--- src/rtl/reg_wr_arb_rr.sv ---
`default_nettype none
// ============================================================================
//  Module   : reg_wr_arb_rr
//  Brief    : Round-robin arbiter granting one requester per two-cycle
//             IDLE/WRITE sequence to update a single shared register.
//  Revision : 1.0 - initial release
// ============================================================================
module reg_wr_arb_rr #(
    parameter int DATA_WIDTH = 32,
    parameter int REQ_NUM    = 4
) (
    input  logic                          i_clk,
    input  logic                          i_rst,
    input  logic [REQ_NUM-1:0]            i_req,
    input  logic [REQ_NUM*DATA_WIDTH-1:0] i_data,
    output logic [REQ_NUM-1:0]            o_gnt,
    output logic [REQ_NUM-1:0]            o_ack,
    output logic [DATA_WIDTH-1:0]         o_data,
    output logic [$clog2(REQ_NUM)-1:0]    o_owner,
    output logic                          o_valid,
    output logic                          o_busy
);

    localparam int PTR_W = $clog2(REQ_NUM);

    localparam logic [0:0] S_IDLE  = 1'b0;
    localparam logic [0:0] S_WRITE = 1'b1;

    logic [0:0]            r_state;
    logic [PTR_W-1:0]      r_ptr;
    logic [PTR_W-1:0]      r_winner;
    logic [REQ_NUM-1:0]    r_gnt;
    logic [REQ_NUM-1:0]    r_ack;
    logic [DATA_WIDTH-1:0] r_data;
    logic [PTR_W-1:0]      r_owner;
    logic                  r_valid;
    logic                  r_busy;

    int                    w_idx;
    logic [PTR_W-1:0]      w_cand;
    logic [PTR_W-1:0]      w_win;

    // Scan offsets from highest to lowest so the nearest set bit above ptr
    // is the last one written and therefore wins.
    always_comb begin
        w_idx  = 0;
        w_cand = '0;
        w_win  = '0;
        for (int i = REQ_NUM - 1; i >= 0; i--) begin
            w_idx = int'(r_ptr) + i;
            if (w_idx >= REQ_NUM) begin
                w_idx = w_idx - REQ_NUM;
            end
            w_cand = w_idx[PTR_W-1:0];
            if (i_req[w_cand]) begin
                w_win = w_cand;
            end
        end
    end

    always_ff @(posedge i_clk) begin
        if (i_rst) begin
            r_state  <= S_IDLE;
            r_ptr    <= '0;
            r_winner <= '0;
            r_gnt    <= '0;
            r_ack    <= '0;
            r_data   <= '0;
            r_owner  <= '0;
            r_valid  <= 1'b0;
            r_busy   <= 1'b0;
        end else begin
            r_ack <= '0;
            case (r_state)
                S_IDLE: begin
                    if (|i_req) begin
                        r_gnt    <= REQ_NUM'(1) << w_win;
                        r_winner <= w_win;
                        r_busy   <= 1'b1;
                        r_state  <= S_WRITE;
                    end
                end
                S_WRITE: begin
                    // Commit unconditionally: the winner may already have dropped its request.
                    r_data  <= i_data[int'(r_winner)*DATA_WIDTH +: DATA_WIDTH];
                    r_owner <= r_winner;
                    r_valid <= 1'b1;
                    r_ack   <= r_gnt;
                    r_ptr   <= (r_winner == PTR_W'(REQ_NUM - 1)) ? '0 : r_winner + 1'b1;
                    r_gnt   <= '0;
                    r_busy  <= 1'b0;
                    r_state <= S_IDLE;
                end
                default: begin
                    r_state <= S_IDLE;
                end
            endcase
        end
    end

    assign o_gnt   = r_gnt;
    assign o_ack   = r_ack;
    assign o_data  = r_data;
    assign o_owner = r_owner;
    assign o_valid = r_valid;
    assign o_busy  = r_busy;

endmodule
`default_nettype wire
--- config.mk ---
export PLATFORM = sky130hd
export DESIGN_NAME = reg_wr_arb_rr
export DESIGN_NICKNAME = d
export VERILOG_FILES = /design/src/rtl/reg_wr_arb_rr.sv
export SDC_FILE = /design/constraint.sdc
export NUM_CORES = 1
export LEC_CHECK = 0
export ABC_AREA = 1
export CAP_MARGIN = 15
export CORE_UTILIZATION = 37
export CTS_BUF_LIST = sky130_fd_sc_hd__clkbuf_16
export DETAILED_ROUTE_END_ITERATION = 16
export HOLD_SLACK_MARGIN = 0.06
export PLACE_DENSITY = 0.91
export RECOVER_POWER = 100
export SLEW_MARGIN = 20
export SYNTH_ARGS = -nofsm -noshare
export SYNTH_HDL_FRONTEND = slang
export SYNTH_SLANG_ARGS = --single-unit
--- constraint.sdc ---
create_clock -name i_clk -period 1.6 [get_ports i_clk]
set_input_delay 0.16 -clock i_clk [delete_from_list [all_inputs] [get_ports i_clk]]
set_output_delay 0.16 -clock i_clk [all_outputs]
set_load 0.01 [all_outputs]
Yosys cells after proc, flatten, opt, wreduce, memory -nomap -nowiden
Cells that the tools add are included.
Cells by class
  add/sub/neg operators: 8
  multiply operators: 0
  div/mod/pow operators: 0
  order comparisons: 8
  equal/unequal tests: 2
  shift-type cells: 2
  muxes and demuxes: 23
  bitwise gates (word level): 1
  reductions and logical operators: 3
Operator list (count)
  $shiftx 128x8->32: 1
  $mux 2: 9
  $lt 2x3->1 const B: 4
  $ge 3x3->1 const B: 3
  $bmux 1 s2: 4
  $pmux 4 s2: 1
  $sub 2x1->2 const B: 4
  $add 2x2->3 const B: 2
  $mux 1: 6
  $mux 4: 1
  $pmux 1 s2: 2
  $reduce_or 4->1: 1
  $shl 1x2->4 const A: 1
  $add 2x1->3 const B: 1
  $ge 2x3->1 const B: 1
  $add 2x1->2 const B: 1
  $eq 2x2->1 const B: 1
  $ne 2x2->1 const B: 1
  $reduce_and 2->1: 1
  $reduce_or 2->1: 1
  $not 1->1: 1
Word-level totals
  register bits after elaboration: 49
  latch bits: 0
  memory bits (writable): 0
  memory bits (read-only): 0
  output and inout bits: 44
  word-level logic and storage cells: 56
  memories: 0

Depth between registers and ports, before layout
  depth after elaboration: 12
  gate-level depth with buffers: 11
  gate-level depth less buffers: 10

Least setup slack after synthesis
No wires, ideal clock.
  path kind: flip-flop to flip-flop
  from: reg r_ptr[0]
  to: reg r_gnt[2], in the netlist o_gnt[2]
  setup time: 0.070 ns
  data arrival time: 1.087 ns
  setup slack: 0.443 ns
  cell stages (with the launch flop): 12
  path buffers: 1
  cells stage by stage: dfxtp_1 > buf_6 > inv_8 > nand2_2 > nand3_1 > nand2_1 > nand3_2 > nand2_2 > nand2_2 > nand2_2 > nand3_1 > a21oi_1
On the way
  cells in the longest elaborated chain, start to end: 12
  elaborated cells on any way between the ends: 30
Ends and longest elaborated chain
  from (decl): line 30  | logic [PTR_W-1:0] r_ptr;
  from (signal assigned): line 89  | r_ptr <= (r_winner == PTR_W'(REQ_NUM - 1)) ? '0 : r_winner + 1'b1;
  $add 2x2->3: line 50  | w_idx = int'(r_ptr) + i;
  $ge 3x3->1 / $sub 2x1->2 (equally long branches): line 51, 52
  $mux 2: line 51  | if (w_idx >= REQ_NUM) begin
  $bmux 1 s2: line 55  | if (i_req[w_cand]) begin
  $mux 1 (not written as such): line 55
  $mux 2 (3 in a row): line 55
  $mux 2 *: line 55
  $shl 1x2->4 *: line 77  | r_gnt <= REQ_NUM'(1) << w_win;
  $mux 4 *: line 76  | if (|i_req) begin
  $pmux 4 s2 *: line 74  | case (r_state)
  to (signal assigned): line 77
  to (decl): line 32  | logic [REQ_NUM-1:0] r_gnt;
Mark *: on every way between the ends. The rest lies on a longest branch, timed or not. The select of a mux whose other input is x is not followed.
A chain may end at the register's enable or synchronous reset.

Worst setup path after layout
  from: reg r_gnt[0], in the netlist o_gnt[0]
  to: out o_gnt[0]
RTL lines
  to (decl): line 16  | output logic [REQ_NUM-1:0] o_gnt,
No word-level cell between the ends.

==> metrics.txt <==
main area contributors after synthesis dfxtp_1, o21ai_0, nand2_1; vias 3617; Synth-to-Final Area Change 74.5%; most common cell in the netlist nand2_1; main flop type after synthesis dfxtp_1; first-pass detailed-route iteration total 5; HPWL after detailed placement 7690 um; CTS root buf clkbuf_16; vias in the first global route 3415; FF-to-FF path depth 9; H-tree depth 2; critical path launch point type flop; clk_skew 0.00525 ns; Hold Vio Cnt, Final 0; status finished, final reports clean; Sink Count 49; Synthesized Nets 569; hold slack 0.447 ns; via/cell ratio 5.17; largest net degree at the start of global routing 36; final worst-path cycle share 89.9%; CTS Buffer Depth 2; sequential-to-total area share from yosys stat 35.6%; Clock Latency Late Sink 0.28 ns; minimum clock period 1.44 ns; Port Buf Inserts 177; Pwr Density 885 nW/um^2; Avg Cell Area, Syn 6.34 sq um; io pins 178; critical path's top delay family buffers and inverters; WL/cell 14.4 um; synthesis-stage register bit count 49; Chip Width 88.3 um; total global routing overflow 0; # nets final 735; Rows 31; Total Routing Usage GR 24.6%; WP data required 1.44 ns; Critical Path Max Stage Delay 0.63 ns; initial antenna violation count 0; detailed router's first-iteration violation count 109; number of synthesized flops with an enable pin 0; gpl congestion 0.824; share of layout cells above drive strength 1 6.32%; Post-synth top cells nand2_1, nor2_1, o21ai_0; TritonCTS clock tree built; critical path depth 1; hold path depth 2; Cell Area, Synth 2750 sq um; synth warn 0; Setup Crit Path Kind reg -> out; initial core utilization 38.2%; endpoint class of the critical path output port; Max-Cap Viols 0; worst vdd ir 0.669 mV; Routed Antenna Nets 0; cts bufs inserted 5; WP data arrival 1.28 ns; final wirelength 10100 um; post-synthesis async set-or-reset flop share 0%; first-pass GRT wire length 15200 um; synth unique cells 23; Filler Cells Inserted 614; die area 7790 sq um; setup violators final 0; Max Freq 695 MHz; Core ar. 7210 sq um; P_leak 0.00213 uW; # diodes 0; Die Span Y 88.3 um; Syn Inst Count 434; RSZ-0062 raised after global routing no; cells along the critical path dlygate4sd3_1; Setup Buffers After CTS 0; Worst-Margin Slew 0.467 ns; Worst-path clk slew 0.07 ns; CP max-delay cell dlygate4sd3_1; Critical Path Fanout Max 3; Synth top area share 35.6%; DRC Markers 0; Slew Viols, Final 0; Synth area leader dfxtp_1; HP Class reg -> reg; Pwr Total 4250 uW; Slew HR 68.9%; WP buf/inv 1
-- flip-flops by register name (all words and copies together) (netlist names) --
name      count
o_gnt         4
r_state       1
o_valid       1
r_ptr         2
o_data       32
o_owner       2
o_ack         4
o_busy        1
r_winner      2
-- per-layer routing --
metal / share of wire, % / track usage, % / wire, um
met2: 51 / 46.1 / 5100
met1: 39 / 27.2 / 3900
met3: 9.6 / 6.72 / 969
met5: 0 / 0 / 0
met4: 1.1 / 6.30 / 108
-- power breakdown --
part	switching, uW	total [uW]	internal, uW
combinational	759	1490	734
sequential	82.2	1430	1340
clock	440	1330	892
-- layout by cell type, fill, tap and decap left out, drive strengths merged, types with 2 or more instances in the layout --
master and instances:
nand2 101, bufinv 2, o22ai 32, dlygate4sd3 44
nand3 43, buf 13, dfxtp 49, clkbuf 6
inv 20, nand4 3, nor2 73, a21oi 6
clkdlybuf4s50 133, o21ai 72, clkinv 2
-- area by class of cell --
| cell class | count | area [sq um] | area share [%] |
|---|---|---|---|
| timing repair buffer | 191 | 1890 | 39.3 |
| clock inverter | 3 | 65.1 | 1.35 |
| inverter | 21 | 86.3 | 1.80 |
| tap | 99 | 124 | 2.58 |
| sequential | 49 | 982 | 20.4 |
| clock buffer | 5 | 125 | 2.60 |
| multi-input combinational | 332 | 1530 | 31.9 |
-- repair_timing --
action                                  CTS  global route
hold buffers                              0             0
resized for setup                         0             1
endpoints found under the setup margin    0             4
endpoints found under the hold margin     0             0
-- through the flow --
step | setup WS [ns] | instance area [sq um] | setup TNS, ns | instances | utilization [%]
6_report | 0.161 | 4800 | 0 | 700 | 66.6
5_1_grt | 0.0645 | 4800 | 0 | 700 | 66.6
4_1_cts | 0.0703 | 4810 | 0 | 700 | 66.7
3_5_place_dp | -0.00318 | 4620 | -0.00318 | 692 | 64.0
3_3_place_gp | 0.120 | 4620 | 0 | 692 | 64.0
2_1_floorplan | 0.443 | 2750 | 0 | 434 | -
-- cell families after synthesis --
logic type | Yosys count | synth area share [%]
compound gates | 111 | 21.8
fa+ha+maj | 1 | 0.454
buf+inv | 53 | 8.45
flops | 49 | 35.6
simple gates | 220 | 33.7
-- worst paths after layout --
kind	startpoint	to	slack (ns)
worst max-delay path	o_gnt[0]	o_gnt[0]	0.16
worst min-delay path	o_data[0]	o_data[0]	0.45
worst max register to register	r_ptr[0]	r_winner[1]	0.20
worst min register to register	o_data[0]	o_data[0]	0.45
Note: power is estimated with default switching activity, not from simulation.
